$ cat config.mk
export PLATFORM = sky130hd
export DESIGN_NAME = sram_port_arbiter
export DESIGN_NICKNAME = d
export VERILOG_FILES = /design/src/rtl/sram_port_arbiter.sv
export SDC_FILE = /design/constraint.sdc
export NUM_CORES = 1
export LEC_CHECK = 0
export CORE_UTILIZATION = 39
export CTS_BUF_LIST = sky130_fd_sc_hd__clkbuf_8
export CTS_CLUSTER_SIZE = 30
export DETAILED_ROUTE_END_ITERATION = 12
export PLACE_DENSITY = 0.83
export SYNTH_ARGS = -nofsm -noshare
export SYNTH_HDL_FRONTEND = slang
export SYNTH_SLANG_ARGS = --single-unit
$ cat constraint.sdc
create_clock -name clk -period 2.2 [get_ports clk]
set_input_delay 0.44 -clock clk [delete_from_list [all_inputs] [get_ports clk]]
set_output_delay 0.44 -clock clk [all_outputs]
set_load 0.05 [all_outputs]
$ cat src/rtl/sram_port_arbiter.sv
// ============================================================================
// Module  : sram_port_arbiter
// Brief   : Two-client arbiter and strobe sequencer for the shared 2K x 16 SRAM.
//           Define SRAM_ARB_FIXED_PRIO_EN for fixed priority (client 0 wins ties).
// Revision: 1.0 - initial release
// ============================================================================
`default_nettype none

module sram_port_arbiter #(
   parameter int AW = 11,
   parameter int DW = 16
) (
   input  logic          clk,
   input  logic          rst,
   input  logic          req0,
   input  logic          req1,
   input  logic          we0,
   input  logic          we1,
   input  logic [AW-1:0] addr0,
   input  logic [AW-1:0] addr1,
   input  logic [DW-1:0] wdata0,
   input  logic [DW-1:0] wdata1,
   output logic          ack0,
   output logic          ack1,
   output logic [DW-1:0] rdata,
   output logic          busy,
   output logic [AW-1:0] sram_adrx,
   output logic          sram_noe,
   output logic          sram_read,
   output logic          sram_dq_oe,
   output logic [DW-1:0] sram_dout,
   input  logic [DW-1:0] sram_din
);

   typedef enum logic [2:0] {
      S_IDLE       = 3'd0,
      S_WR_STROBE  = 3'd1,
      S_WR_RELEASE = 3'd2,
      S_RD_ADDR    = 3'd3,
      S_RD_CAPTURE = 3'd4,
      S_DONE       = 3'd5
   } state_t;

   state_t        state_q, state_d;
   logic [AW-1:0] addr_q, addr_d;
   logic [DW-1:0] wdata_q, wdata_d;
   logic [DW-1:0] rdata_q, rdata_d;
   logic          win_q, win_d;
   logic          pick;
   logic          any_req;

   assign any_req = req0 | req1;

`ifdef SRAM_ARB_FIXED_PRIO_EN
   assign pick = ~req0;
`else
   logic last_q, last_d;

   // On a tie the client not granted last time wins; otherwise the lone requester.
   assign pick = (req0 & req1) ? ~last_q : req1;

   always_comb begin
      last_d = last_q;
      if (state_q == S_IDLE && any_req) begin
         last_d = pick;
      end
   end

   always_ff @(posedge clk) begin
      if (rst) begin
         last_q <= 1'b1;
      end else begin
         last_q <= last_d;
      end
   end
`endif

   always_comb begin
      state_d = state_q;
      addr_d  = addr_q;
      wdata_d = wdata_q;
      rdata_d = rdata_q;
      win_d   = win_q;
      case (state_q)
         S_IDLE: begin
            if (any_req) begin
               win_d   = pick;
               addr_d  = pick ? addr1  : addr0;
               wdata_d = pick ? wdata1 : wdata0;
               state_d = (pick ? we1 : we0) ? S_WR_STROBE : S_RD_ADDR;
            end
         end
         S_WR_STROBE:  state_d = S_WR_RELEASE;
         S_WR_RELEASE: state_d = S_DONE;
         S_RD_ADDR:    state_d = S_RD_CAPTURE;
         S_RD_CAPTURE: begin
            rdata_d = sram_din;
            state_d = S_DONE;
         end
         S_DONE:       state_d = S_IDLE;
         default:      state_d = S_IDLE;
      endcase
   end

   always_ff @(posedge clk) begin
      if (rst) begin
         state_q <= S_IDLE;
         addr_q  <= '0;
         wdata_q <= '0;
         rdata_q <= '0;
         win_q   <= 1'b0;
      end else begin
         state_q <= state_d;
         addr_q  <= addr_d;
         wdata_q <= wdata_d;
         rdata_q <= rdata_d;
         win_q   <= win_d;
      end
   end

   // Strobes decode from state alone so a reset releases them on the very next edge;
   // address and data stay on their registers between grants for long hold margins.
   always_comb begin
      sram_noe   = 1'b1;
      sram_read  = 1'b1;
      sram_dq_oe = 1'b0;
      ack0       = 1'b0;
      ack1       = 1'b0;
      case (state_q)
         S_WR_STROBE: begin
            sram_read  = 1'b0;
            sram_dq_oe = 1'b1;
         end
         S_WR_RELEASE: sram_dq_oe = 1'b1;
         S_RD_ADDR:    sram_noe   = 1'b0;
         S_RD_CAPTURE: sram_noe   = 1'b0;
         S_DONE: begin
            ack0 = ~win_q;
            ack1 = win_q;
         end
         default: ;
      endcase
   end

   assign busy      = (state_q != S_IDLE) | (any_req & ~rst);
   assign sram_adrx = addr_q;
   assign sram_dout = wdata_q;
   assign rdata     = rdata_q;

endmodule

`default_nettype wire

### Word-level counts from Yosys, hierarchy flattened

Index checks and enable logic that the tools add are counted.
W data, S select, Z words.

| storage, ports and cells | value |
|---|---|
| bits in registers | 48 |
| input port bits | 76 |
| output and inout port bits | 49 |
| word-level logic and storage cells | 38 |

| operators by class | value |
|---|---|
| eq/ne operators | 6 |
| mux-type cells | 12 |
| bitwise logic cells | 7 |
| reductions and logical operators | 7 |

Operator list:

| operator | count |
|---|---|
| $mux W16 | 1 |
| $pmux W3 S4 | 1 |
| $mux W11 | 1 |
| $mux W1 | 7 |
| $eq A3 B2 Y1 const B | 2 |
| $eq A3 B3 Y1 const B | 2 |
| $reduce_or A2 Y1 | 3 |
| $eq A3 B1 Y1 const B | 1 |
| $logic_not A3 Y1 | 1 |
| $mux W3 | 1 |
| $not A1 Y1 | 3 |
| $reduce_bool A3 Y1 | 1 |
| $and A1 B1 Y1 | 2 |
| $mux W2 | 1 |
| $ne A2 B2 Y1 const B | 1 |
| $or A1 B1 Y1 | 2 |
| $reduce_and A2 Y1 | 1 |
| $logic_and A1 B1 Y1 | 1 |

### Logic depth before layout (Yosys ltp)

| depth | value |
|---|---|
| word-level depth | 6 |
| depth in mapped cells | 6 |
| mapped depth without buffers | 3 |

### Least setup slack after synthesis

OpenSTA, ideal clock, no wires.

| path | value |
|---|---|
| path kind | input-to-output |
| start point | in rst |
| end point | out busy |
| data arrival time | 1.896 ns |
| setup slack | -0.136 ns |
| cell stages on the path | 3 |
| cells stage by stage | clkbuf_1 > clkbuf_1 > o21ai_0 |

| between the ends | value |
|---|---|
| longest elaborated chain between the ends | 3 |

Ends and longest elaborated chain:

| item | line | RTL |
|---|---|---|
| start, declared | 14 | `input logic rst,` |
| $not A1 Y1 | 145 | `assign busy = (state_q != S_IDLE) \| (any_req & ~rst);` |
| $and A1 B1 Y1 | 145 |  |
| $or A1 B1 Y1 | 145 |  |
| end, declared | 26 | `output logic busy,` |

Every way passes these cells.

### Final worst setup path

| path | value |
|---|---|
| start point | in req0 |
| end point | out busy |

| between the ends | value |
|---|---|
| longest elaborated chain between the ends | 3 |

Ends and longest elaborated chain:

| item | line | RTL |
|---|---|---|
| start, declared | 15 | `input logic req0,` |
| $or A1 B1 Y1 | 52 | `assign any_req = req0 \| req1;` |
| $and A1 B1 Y1 | 145 |  |
| $or A1 B1 Y1 | 145 |  |

Every way passes these cells.

==> impl_metrics.toml <==
[run_status]
outcome = "completed"

[yosys]
yosys_warnings = 0
yosysTopAreaCell = "dfxtp_1"
muxShareOfSynthArea_pct = 0
syn_area_mm2 = 0.002135
netlist.area_leader.share_pct = 45.02
synth_fp_nets = 334
synth_compound_area_share_pct = 19.17
yosysSeqAreaShare_pct = 45.02
avgSynthCellArea_um2 = 8.273
synthSimpleGateAreaFrac_pct = 20.40
synthXorXnorAreaFrac_pct = 0.4103
synth_fa_ha_area_share_pct = 0
synthCells = 258
synth_cell_types = 28
ys_ff_latch = 48
synth_top_family_by_area = "simple AND/OR/NAND/NOR gates"
synthTopCellsByArea = "dfxtp_1, a222oi_1, inv_1"

[sta]
slew_viol_final = 0
period_minus_slack_ns = 1.936
fin_crit_sh_pct = 87.99
hold_viol = 0
tightest_slew_ns = 0.5370
tns_ns = 0
slew_headroom_pct = 64.09
rsz0062_at_grt = "no"
final-setup-viol-count = 0
skew_ns = 0.006151
fmax_ghz = 0.5166

[route]
vias = 2238
drc = 0
drt-initial-drc-count = 144
wl_um = 6123
drtPass1Iterations = 5
wl_per_cell_um = 13.64
routed_via_density = 4.984
antenna_left = 0

[global_routing]
track_usage_pct = 21.74
grt-ovfl-total = 0
grt_pass1_vias = 2246
antenna_found_initial = 0
grt_max_degree = 30
grt_pass1_wl_um = 10120

[finish]
layout-drive-gt1-share_pct = 6.860
diodes = 0
layout.nets = 455
layout.cells.non_filler = 449
stdcell_area_mm2 = 0.003496
syn_to_final_growth_pct = 63.77

[clocking]
cts_buffers = 5
clockBufferDepth = 2
clk_pin_slew_ns = 0.08
cts_resized = 0
clock_sinks = 48
h-tree-depth = 2
hold_buffers = 0
clockRootBuffer = "clkbuf_8"
tritoncts = "yes"
clk_latency_ns = 0.29
post_cts_buffers = 0

[placed_design]
globalplace.congestion = 0.7418
portBuffers = 124
dp_hpwl_um = 4525
dpl.cell_count = 442
place_area_mm2 = 0.003418

[run]
max_cap_viol_count = 0

[worst_setup_path]
critPathMaxStageDelay_ns = 0.59
critPathLaunchType = "input pin"
endpoint_kind = "output pin"
path_cells = "clkdlybuf4s50_1 -> nor2_1 -> o21ai_1 -> buf_12"
critPathArrivalTime_ns = 1.50
worstPathMaxFanout = 7
cp.required_ns = 1.76
crit_slowest_cell = "clkdlybuf4s50_1"
crit_family = "buffers and inverters"
path_buf_inv = 2
critical_path_class = "input pin to output pin"

[die]
io_pins = 125
start_util_pct = 41.01
rows = 26
dieWidth_um = 75.98
dieArea_mm2 = 0.005773
die_y_um = 75.98
core_area_mm2 = 0.005205

[pwr]
power_density_mw_per_mm2 = 767.5
p_leak_nw = 1.555
peakVddDrop_v = 0.0004185

[worst_hold_path]
hp-class = "register to register"
[cell usage in the layout (no fill, tap or decap), types with 2 or more instances in the layout]
cell type and n:
nor2_1 7, nand2b_1 28, and3_1 3, a2111oi_0 2, buf_4 15, nand2_1 36
dfxtp_1 48, nor2b_1 2, clkbuf_8 5, inv_1 55, clkdlybuf4s50_1 118, a21oi_1 17
a222oi_1 26
[flip-flops by register name, indices dropped and copies added (netlist names)]
signal / count
rdata: 16
sram_dout: 16
sram_adrx: 11
state_q: 3
last_q: 1
win_q: 1
[kinds of logic after synthesis]
logic type,Yosys count
AO/OA/AOI/OAI,51
XOR/XNOR,1
buffers and inverters,74
flip-flops,48
AND/OR/NAND/NOR,84
[cell usage after synthesis (all sizes together)]
cell type	count
a2111oi	2
a211o	1
a21boi	1
a21oi	17
a221oi	1
a222oi	26
a31oi	1
and3	3
and4b	1
buf	9
clkbuf	11
dfxtp	48
inv	54
nand2	36
nand2b	28
nand3b	1
nor2	7
nor2b	2
nor3	1
nor3b	1
nor4	1
o21ai	1
o21ba	1
or3	2
or3b	1
xnor2	1
[worst paths after layout]
kind / startpoint / end / slack (ns) / depth (start not counted)
worst min register to register: rdata[5]$_SDFFE_PP0N_ / rdata[5]$_SDFFE_PP0N_ / 0.46 / 2
worst max register to register: state_q[0]$_SDFFE_PP0P_ / sram_dout[5]$_SDFFE_PP0P_ / 0.41 / 4
worst max-delay path: req0 / busy / 0.26 / 4
worst min-delay path: rdata[5]$_SDFFE_PP0N_ / rdata[5]$_SDFFE_PP0N_ / 0.46 / 2
[area by class of cell]
type,instances,area (µm²)
inverters,54,202.7
repair buffers,134,1314
well taps,70,87.58
clock inverters,2,8.758
multi-input cells,136,853.3
clock buffers,5,68.82
fillers,422,1709
flip-flops and latches,48,960.9
[metrics by stage]
| stage | util, % | worst slack, ns | total power [mW] | hold WS [ns] |
|---|---|---|---|---|
| final | 67.16 | 0.2641 | 2.683 | 0.4562 |
| after CTS | 67.16 | 0.2587 | 2.710 | 0.4572 |
| after global routing | 67.16 | 0.1983 | 2.823 | 0.4801 |
| after floorplan | - | 0.1702 | 1.770 | 0.4492 |
| after global placement | 65.67 | 0.2324 | 2.198 | 0.4404 |
| after detailed placement | 65.67 | 0.1480 | 2.219 | 0.4453 |
[routing by layer]
metal / GRT usage (%) / wire length, µm / vias up
met3: 7.305 / 586 / 7
met2: 37.82 / 2951 / 111
met5: 0 / 0 / -
li1: - / - / 1097
met4: 7.885 / 75 / 0
met1: 24.68 / 2509 / 1023
[worst min-delay path, cell delays in order, from the launching register on]
cell and delay [ns]:
dfxtp_1 0.31, nand2_1 0.05, a21oi_1 0.05
[power by group]
part	switching, mW	leakage [nW]	internal, mW
logic	0.667	1.11	0.453
registers	0.0830	0.396	0.991
clock network	0.277	0.0452	0.212
total	1.03	1.56	1.66
Power figures use the tool's default switching activity.
